`src/rtl/axis_broadcaster_masked_if.sv`:
```
// Bundles the input stream and the replicated output streams of the masked broadcaster.
// The design uses the slave view; the driver of the input stream uses the master view.
interface axis_broadcaster_masked_if #(
  parameter int AXIS_BYTES     = 1,
  parameter int AXIS_USER_BITS = 1,
  parameter int NUM_STREAMS    = 2
);
  logic                                  axis_i_tready;
  logic                                  axis_i_tvalid;
  logic                                  axis_i_tlast;
  logic [AXIS_BYTES*8-1:0]               axis_i_tdata;
  logic [AXIS_USER_BITS-1:0]             axis_i_tuser;
  logic [NUM_STREAMS-1:0]                axis_i_tdest_mask;
  logic [NUM_STREAMS-1:0]                axis_o_tready;
  logic [NUM_STREAMS-1:0]                axis_o_tvalid;
  logic [NUM_STREAMS-1:0]                axis_o_tlast;
  logic [NUM_STREAMS*AXIS_BYTES*8-1:0]   axis_o_tdata;
  logic [NUM_STREAMS*AXIS_USER_BITS-1:0] axis_o_tuser;

  modport slave (
    output axis_i_tready,
    input  axis_i_tvalid, axis_i_tlast, axis_i_tdata, axis_i_tuser, axis_i_tdest_mask,
    input  axis_o_tready,
    output axis_o_tvalid, axis_o_tlast, axis_o_tdata, axis_o_tuser
  );

  modport master (
    input  axis_i_tready,
    output axis_i_tvalid, axis_i_tlast, axis_i_tdata, axis_i_tuser, axis_i_tdest_mask,
    output axis_o_tready,
    input  axis_o_tvalid, axis_o_tlast, axis_o_tdata, axis_o_tuser
  );
endinterface

```
`src/rtl/axis_broadcaster_masked.sv`:
```
// Eager packet-level AXI-Stream fork: each beat is held once and handed to every output in
// the packet's destination mask independently; zero-mask packets are swallowed and counted.

// One output lane: remembers whether this output already took the current hold beat.
module axis_broadcaster_masked_lane (
  input  logic clk,
  input  logic sresetn,
  input  logic hold_valid,
  input  logic sel,
  input  logic clr,
  input  logic tready,
  output logic tvalid,
  output logic lane_done
);
  logic taken;

  assign tvalid    = sresetn & hold_valid & sel & ~taken;
  assign lane_done = ~sel | taken | tready;

  always_ff @(posedge clk) begin
    if (!sresetn)               taken <= 1'b0;
    else if (clr)               taken <= 1'b0;
    else if (tvalid && tready)  taken <= 1'b1;
  end
endmodule

module axis_broadcaster_masked #(
  parameter int AXIS_BYTES     = 1,
  parameter int AXIS_USER_BITS = 1,
  parameter int NUM_STREAMS    = 2
) (
  input  logic                   clk,
  input  logic                   sresetn,
  axis_broadcaster_masked_if.slave axis,
  output logic [15:0]            drop_count
);
  localparam int W = AXIS_BYTES*8;

  logic                      hold_valid;
  logic [W-1:0]              hold_data;
  logic [AXIS_USER_BITS-1:0] hold_user;
  logic                      hold_last;
  logic [NUM_STREAMS-1:0]    hold_mask;
  logic [NUM_STREAMS-1:0]    pkt_mask;
  logic                      sof;
  logic [NUM_STREAMS-1:0]    beat_mask;
  logic [NUM_STREAMS-1:0]    lane_done;
  logic [NUM_STREAMS-1:0]    o_vld;
  logic                      done;
  logic                      accept;

  // The destination mask is only meaningful on the first beat; later beats reuse it.
  assign beat_mask = sof ? axis.axis_i_tdest_mask : pkt_mask;
  assign done      = hold_valid & (&lane_done);
  assign axis.axis_i_tready = sresetn & (~hold_valid | done);
  assign accept    = axis.axis_i_tvalid & axis.axis_i_tready;

  axis_broadcaster_masked_lane u_lane [NUM_STREAMS-1:0] (
    .clk        (clk),
    .sresetn    (sresetn),
    .hold_valid (hold_valid),
    .sel        (hold_mask),
    .clr        (accept | done),
    .tready     (axis.axis_o_tready),
    .tvalid     (o_vld),
    .lane_done  (lane_done)
  );

  assign axis.axis_o_tvalid = o_vld;

  for (genvar i = 0; i < NUM_STREAMS; i++) begin : g_out
    assign axis.axis_o_tdata[(i+1)*W-1 -: W]                           = hold_data;
    assign axis.axis_o_tuser[(i+1)*AXIS_USER_BITS-1 -: AXIS_USER_BITS] = hold_user;
    assign axis.axis_o_tlast[i]                                         = hold_last;
  end

  always_ff @(posedge clk) begin
    if (!sresetn) begin
      hold_valid <= 1'b0;
      hold_data  <= '0;
      hold_user  <= '0;
      hold_last  <= 1'b0;
      hold_mask  <= '0;
      pkt_mask   <= '0;
      sof        <= 1'b1;
      drop_count <= '0;
    end else if (accept) begin
      hold_valid <= 1'b1;
      hold_data  <= axis.axis_i_tdata;
      hold_user  <= axis.axis_i_tuser;
      hold_last  <= axis.axis_i_tlast;
      hold_mask  <= beat_mask;
      sof        <= axis.axis_i_tlast;
      if (sof) pkt_mask <= axis.axis_i_tdest_mask;
      if (axis.axis_i_tlast && beat_mask == '0 && drop_count != 16'hFFFF)
        drop_count <= drop_count + 16'd1;
    end else if (done) begin
      hold_valid <= 1'b0;
    end
  end
endmodule

```
`src/flat_wrapper.sv`:
```
// flat-port wrapper written by rule: the top's interface ports become plain ports
module axis_broadcaster_masked_flat 
#(
  parameter int AXIS_BYTES     = 1,
  parameter int AXIS_USER_BITS = 1,
  parameter int NUM_STREAMS    = 2
)
  (clk, sresetn, drop_count, axis_axis_i_tready, axis_axis_i_tvalid, axis_axis_i_tlast, axis_axis_i_tdata, axis_axis_i_tuser, axis_axis_i_tdest_mask, axis_axis_o_tready, axis_axis_o_tvalid, axis_axis_o_tlast, axis_axis_o_tdata, axis_axis_o_tuser);
  axis_broadcaster_masked_if #(.AXIS_BYTES(AXIS_BYTES), .AXIS_USER_BITS(AXIS_USER_BITS), .NUM_STREAMS(NUM_STREAMS)) axis_i ();
  input  logic clk;
  input  logic sresetn;
  output logic [15:0] drop_count;
  output wire logic [$bits(axis_i.axis_i_tready)-1:0] axis_axis_i_tready;
  input wire logic [$bits(axis_i.axis_i_tvalid)-1:0] axis_axis_i_tvalid;
  input wire logic [$bits(axis_i.axis_i_tlast)-1:0] axis_axis_i_tlast;
  input wire logic [$bits(axis_i.axis_i_tdata)-1:0] axis_axis_i_tdata;
  input wire logic [$bits(axis_i.axis_i_tuser)-1:0] axis_axis_i_tuser;
  input wire logic [$bits(axis_i.axis_i_tdest_mask)-1:0] axis_axis_i_tdest_mask;
  input wire logic [$bits(axis_i.axis_o_tready)-1:0] axis_axis_o_tready;
  output wire logic [$bits(axis_i.axis_o_tvalid)-1:0] axis_axis_o_tvalid;
  output wire logic [$bits(axis_i.axis_o_tlast)-1:0] axis_axis_o_tlast;
  output wire logic [$bits(axis_i.axis_o_tdata)-1:0] axis_axis_o_tdata;
  output wire logic [$bits(axis_i.axis_o_tuser)-1:0] axis_axis_o_tuser;
  assign axis_axis_i_tready = axis_i.axis_i_tready;
  assign axis_i.axis_i_tvalid = axis_axis_i_tvalid;
  assign axis_i.axis_i_tlast = axis_axis_i_tlast;
  assign axis_i.axis_i_tdata = axis_axis_i_tdata;
  assign axis_i.axis_i_tuser = axis_axis_i_tuser;
  assign axis_i.axis_i_tdest_mask = axis_axis_i_tdest_mask;
  assign axis_i.axis_o_tready = axis_axis_o_tready;
  assign axis_axis_o_tvalid = axis_i.axis_o_tvalid;
  assign axis_axis_o_tlast = axis_i.axis_o_tlast;
  assign axis_axis_o_tdata = axis_i.axis_o_tdata;
  assign axis_axis_o_tuser = axis_i.axis_o_tuser;
  axis_broadcaster_masked #(.AXIS_BYTES(AXIS_BYTES), .AXIS_USER_BITS(AXIS_USER_BITS), .NUM_STREAMS(NUM_STREAMS)) u_core (.clk(clk), .sresetn(sresetn), .axis(axis_i), .drop_count(drop_count));
endmodule
```
`config.mk`:
```
export PLATFORM = sky130hd
export DESIGN_NAME = axis_broadcaster_masked_flat
export DESIGN_NICKNAME = d
export VERILOG_FILES = /design/src/rtl/axis_broadcaster_masked_if.sv /design/src/rtl/axis_broadcaster_masked.sv /design/src/flat_wrapper.sv
export SDC_FILE = /design/constraint.sdc
export NUM_CORES = 1
export LEC_CHECK = 0
export ABC_AREA = 1
export BUFFER_PORTS_ARGS = -buffer_cell sky130_fd_sc_hd__buf_2
export CORE_MARGIN = 2
export CORE_UTILIZATION = 45
export DETAILED_ROUTE_END_ITERATION = 10
export PLACE_DENSITY = 0.85
export SLEW_MARGIN = 30
export SYNTH_ARGS = -nofsm -noshare
export SYNTH_HDL_FRONTEND = slang
export SYNTH_SLANG_ARGS = --single-unit
```
`constraint.sdc`:
```
create_clock -name clk -period 1.48 [get_ports clk]
set_input_delay 0.296 -clock clk [delete_from_list [all_inputs] [get_ports clk]]
set_output_delay 0.296 -clock clk [all_outputs]
set_load 0.1 [all_outputs]
```
==> results.txt <==
Once layout is complete, the cells apart from fillers number 404. Across the routed clock network, the largest skew measured is 4.50 ps. Wires add up to 4860 um.

Setup repair after global routing could not meet its margin everywhere. The final-layout fill cell count was 290; the post-detailed-route count of antenna-violating nets was 0. The worst pin sits at a relative slew slack of 67.6%. The power density of the placed cells is 952 mW/mm2, and the number of antenna violations at the first check in global routing is 0. The routability congestion estimate from global placement was 0.944. The signal on the critical path passes through inv_2, nand3_2, nand2_2, nand2_2, buf_6, nand2_4, clkinvlp_4, buf_12. The cell sitting at the root of the clock tree is a sky130_fd_sc_hd__clkbuf_8. The reported leakage power is 1.26 nW, and the global-route usage over all layers is 21.0%. The logs give 1310 ps for the data arrival time at the worst-slack endpoint and 2 for the total number of H-tree levels. Detailed-route wire length per cell: 12.0 um. Yosys mapped the design onto 25 distinct sky130hd cell types. Buffers inserted during clock tree synthesis total 5. The critical path's most frequent cell is sky130_fd_sc_hd__nand2_2. Instance count after placement with tap cells included: 386.

From synthesis to final layout, the design area changed by 49.5%. The biggest area contributor in the post-synthesis netlist is sky130_fd_sc_hd__dfxtp_1. The average via count per standard cell was 4.90.

The count of buffers added on input and output ports is 55. For the storage element area, the log shows 709 um2. The leading cell type in the layout, fill and taps excluded is sky130_fd_sc_hd__nand2_1.

The number of nets produced by synthesis came out at 293. The area share of the largest cell type after synthesis was 35.4%; the final period utilization was 109%. The run gives 1180 ps as the required time at the worst-slack endpoint. The share of the yosys chip area belonging to registers was 35.4%. The checks that failed: negative setup slack.

Along the worst path, the maximum fanout reaches 2. The run gives 0 as the number of pins with negative max-slew slack in the final report. The number of global-route vias before repair is 1765, and the mean instance size in the synthesized netlist is 6.58 um2. Across the VDD grid, the largest voltage drop is 0.000763 V. The first detailed-routing pass took 4 iterations. The number of hold-slack violations in the final timing report was 0; the total number of placement rows was 23. From bottom edge to top edge, the die measures 67.4 um. The core footprint is 0.00394 mm2, and the die boundary width is 67.4 um.

The type of the worst setup path was reg2out. For the warning count from the yosys run, the log shows 0. Highest clock rate: 622 MHz. The clock sink count was 32; the final-report setup violation count was 4. Detailed placement ended at an HPWL of 3150 um.

The number of nets in the layout was 371. The total of max-cap violations was 0. In this run the count of I/O pins placed on the die edge is 56. The full die area is 0.00454 mm2, and the global-route wire length before repair is 7260 um.

The synthesized netlist occupies a cell area of 0.00181 mm2. The later pin in the worst-skew pair is clocked with a latency of 290 ps. The total of hold buffers inserted after clock tree synthesis came out at 0. Ranked by total cell area, the synthesized netlist is headed by sky130_fd_sc_hd__dfxtp_1 (35%), sky130_fd_sc_hd__nand2_1 (18%), sky130_fd_sc_hd__nor2_1 (10%). The startpoint type of the worst setup path was a register.

The run gives 68.6% as the utilization of the core after routing. At the pin with the least slew margin, the transition time is 490 ps. Area taken by multi-input logic gates: 0.00107 mm2. The top cell types in the final layout, fill and taps aside, are sky130_fd_sc_hd__nand2_1 (79), sky130_fd_sc_hd__nor2_1 (42), sky130_fd_sc_hd__buf_2 (39). For this design, the slowest cell found on the critical path is sky130_fd_sc_hd__dfxtp_2. The slack of the critical path is -127 ps, and the synthesized instance count is 275.

The total number of vias was 1979; the fraction of final layout cells with drive strength greater than 1 was 47.2%. The flow ran to the end, but the final reports show violations. The gate family responsible for the most delay along the worst path was buffers and inverters. After detailed routing, the number of remaining DRC violations is 0.

TritonCTS built the clock tree. The clock-pin slew reported for the worst setup and hold paths after clock tree synthesis is 70 ps. The run gives 0 as the global-route congestion overflow total.

0 antenna diodes ended up in the layout. The maximum buffer depth of the clock tree was 2. In this design, the stage delay of the slowest critical-path cell is 330 ps. Counting both buffers and inverters, the worst setup path holds a total of 4. The initial utilization of the core area, before any placement, comes to 45.9%. Entering global routing, the biggest net connects 29 pins. After synthesis the netlist holds a flip-flop and latch count of 32. The tools report the element type at the critical path end as a primary output.

Counting I/O delays and the setup requirement, the final critical path takes 1610 ps. The tightest min-delay check is of the in2reg type. The starting DRC count in detailed routing came out at 89.
-- state kept, by name (all words and copies together) (netlist names) --
signal,cells
u_core.hold_last,1
u_core.hold_data,8
u_core.hold_valid,1
u_core.hold_user,1
u_core.sof,1
u_core.drop_count,16
u_core.pkt_mask,2
u_core.u_lane.taken,2
-- path summary, 6_finish.rpt --
kind	from	depth (start not counted)	slack (ps)	end
worst max-delay path	u_core.u_lane[1].taken$_SDFFE_PP0P_	8	-130	axis_axis_i_tready
worst min register to register	u_core.hold_data[5]$_SDFFE_PN0P_	2	470	u_core.hold_data[5]$_SDFFE_PN0P_
worst max register to register	u_core.u_lane[1].taken$_SDFFE_PP0P_	10	-20	u_core.hold_last$_SDFFE_PN0P_
worst min-delay path	axis_axis_i_tdata[7]	3	200	u_core.hold_data[7]$_SDFFE_PN0P_
-- power by group --
| part | internal, mW | switching [mW] |
|---|---|---|
| Combinational | 0.158 | 0.569 |
| Clock | 0.594 | 0.332 |
| Sequential | 0.893 | 0.0318 |
-- kinds of logic (layout without fill, tap and decap cells) --
logic type      after synthesis  after routing  synth area share (%)
flops                        32             32                  35.4
xor+xnor                      9              9                  4.36
fa+ha+maj                     1              1                 0.691
buf+inv                      48            123                  15.3
compound gates               11             11                  3.39
simple gates                174            178                  40.9
-- worst reg2reg max path: stages (launching register included) --
cell                      delay, ps
sky130_fd_sc_hd__dfxtp_2        340
sky130_fd_sc_hd__inv_2           40
sky130_fd_sc_hd__nand3_2         70
sky130_fd_sc_hd__nand2_2         50
sky130_fd_sc_hd__nand2_2         70
sky130_fd_sc_hd__buf_6          100
sky130_fd_sc_hd__nand2_4         50
sky130_fd_sc_hd__nor2_1         270
sky130_fd_sc_hd__buf_4          250
sky130_fd_sc_hd__nand2_1         90
sky130_fd_sc_hd__a21oi_1        110
-- timing repair --
item,4_1_cts,5_1_grt
setup endpoints to repair,21,27
cloned,1,3
gates resized for setup,22,41
buffers inserted,3,4
pin swaps,3,15
-- cell usage after synthesis --
library cell,count
sky130_fd_sc_hd__a21oi_1,5
sky130_fd_sc_hd__nor3_1,2
sky130_fd_sc_hd__nor2_1,50
sky130_fd_sc_hd__o211ai_1,1
sky130_fd_sc_hd__nand2_2,6
sky130_fd_sc_hd__xnor2_1,2
sky130_fd_sc_hd__o21ai_2,1
sky130_fd_sc_hd__ha_1,1
sky130_fd_sc_hd__buf_4,14
sky130_fd_sc_hd__clkbuf_8,2
sky130_fd_sc_hd__clkbuf_1,1
sky130_fd_sc_hd__dfxtp_1,32
sky130_fd_sc_hd__buf_2,1
sky130_fd_sc_hd__nand2_1,85
sky130_fd_sc_hd__inv_2,1
sky130_fd_sc_hd__nor2_2,5
sky130_fd_sc_hd__nand4_1,3
sky130_fd_sc_hd__nor2_4,1
sky130_fd_sc_hd__inv_1,26
sky130_fd_sc_hd__and2_1,1
sky130_fd_sc_hd__o21ai_0,4
sky130_fd_sc_hd__buf_6,3
sky130_fd_sc_hd__nand3_1,20
sky130_fd_sc_hd__nand3_4,1
sky130_fd_sc_hd__xor2_1,7
-- layer usage --
layer  wire (um)  GRT usage, %  share of wire (%)
met1        1930          22.6                 40
met5           0             0                  0
met4          89          9.18                1.8
met3         325          3.33                6.7
met2        2510          40.0                 52
-- area by class of cell --
type | instances | share of cell area, %
well taps | 50 | 2.31
inverters | 27 | 3.89
clock buffers | 7 | 3.56
clock inverters | 1 | 1.11
flip-flops and latches | 32 | 26.2
multi-input cells | 199 | 39.7
repair buffers | 88 | 23.2
-- through the flow --
step / hold slack [ps] / total power [mW] / cell area [um2] / TNS [ps] / setup WS, ps
6_report: 200 / 2.58 / 2710 / -252 / -127
5_1_grt: 213 / 2.66 / 2710 / -1110 / -164
4_1_cts: 191 / 2.56 / 2510 / -208 / -113
3_5_place_dp: 459 / 1.61 / 2300 / -3930 / -339
3_3_place_gp: 455 / 1.60 / 2300 / -2940 / -263
2_1_floorplan: 406 / 1.51 / 1890 / -1150 / -115
Note: power is estimated with default switching activity, not from simulation.
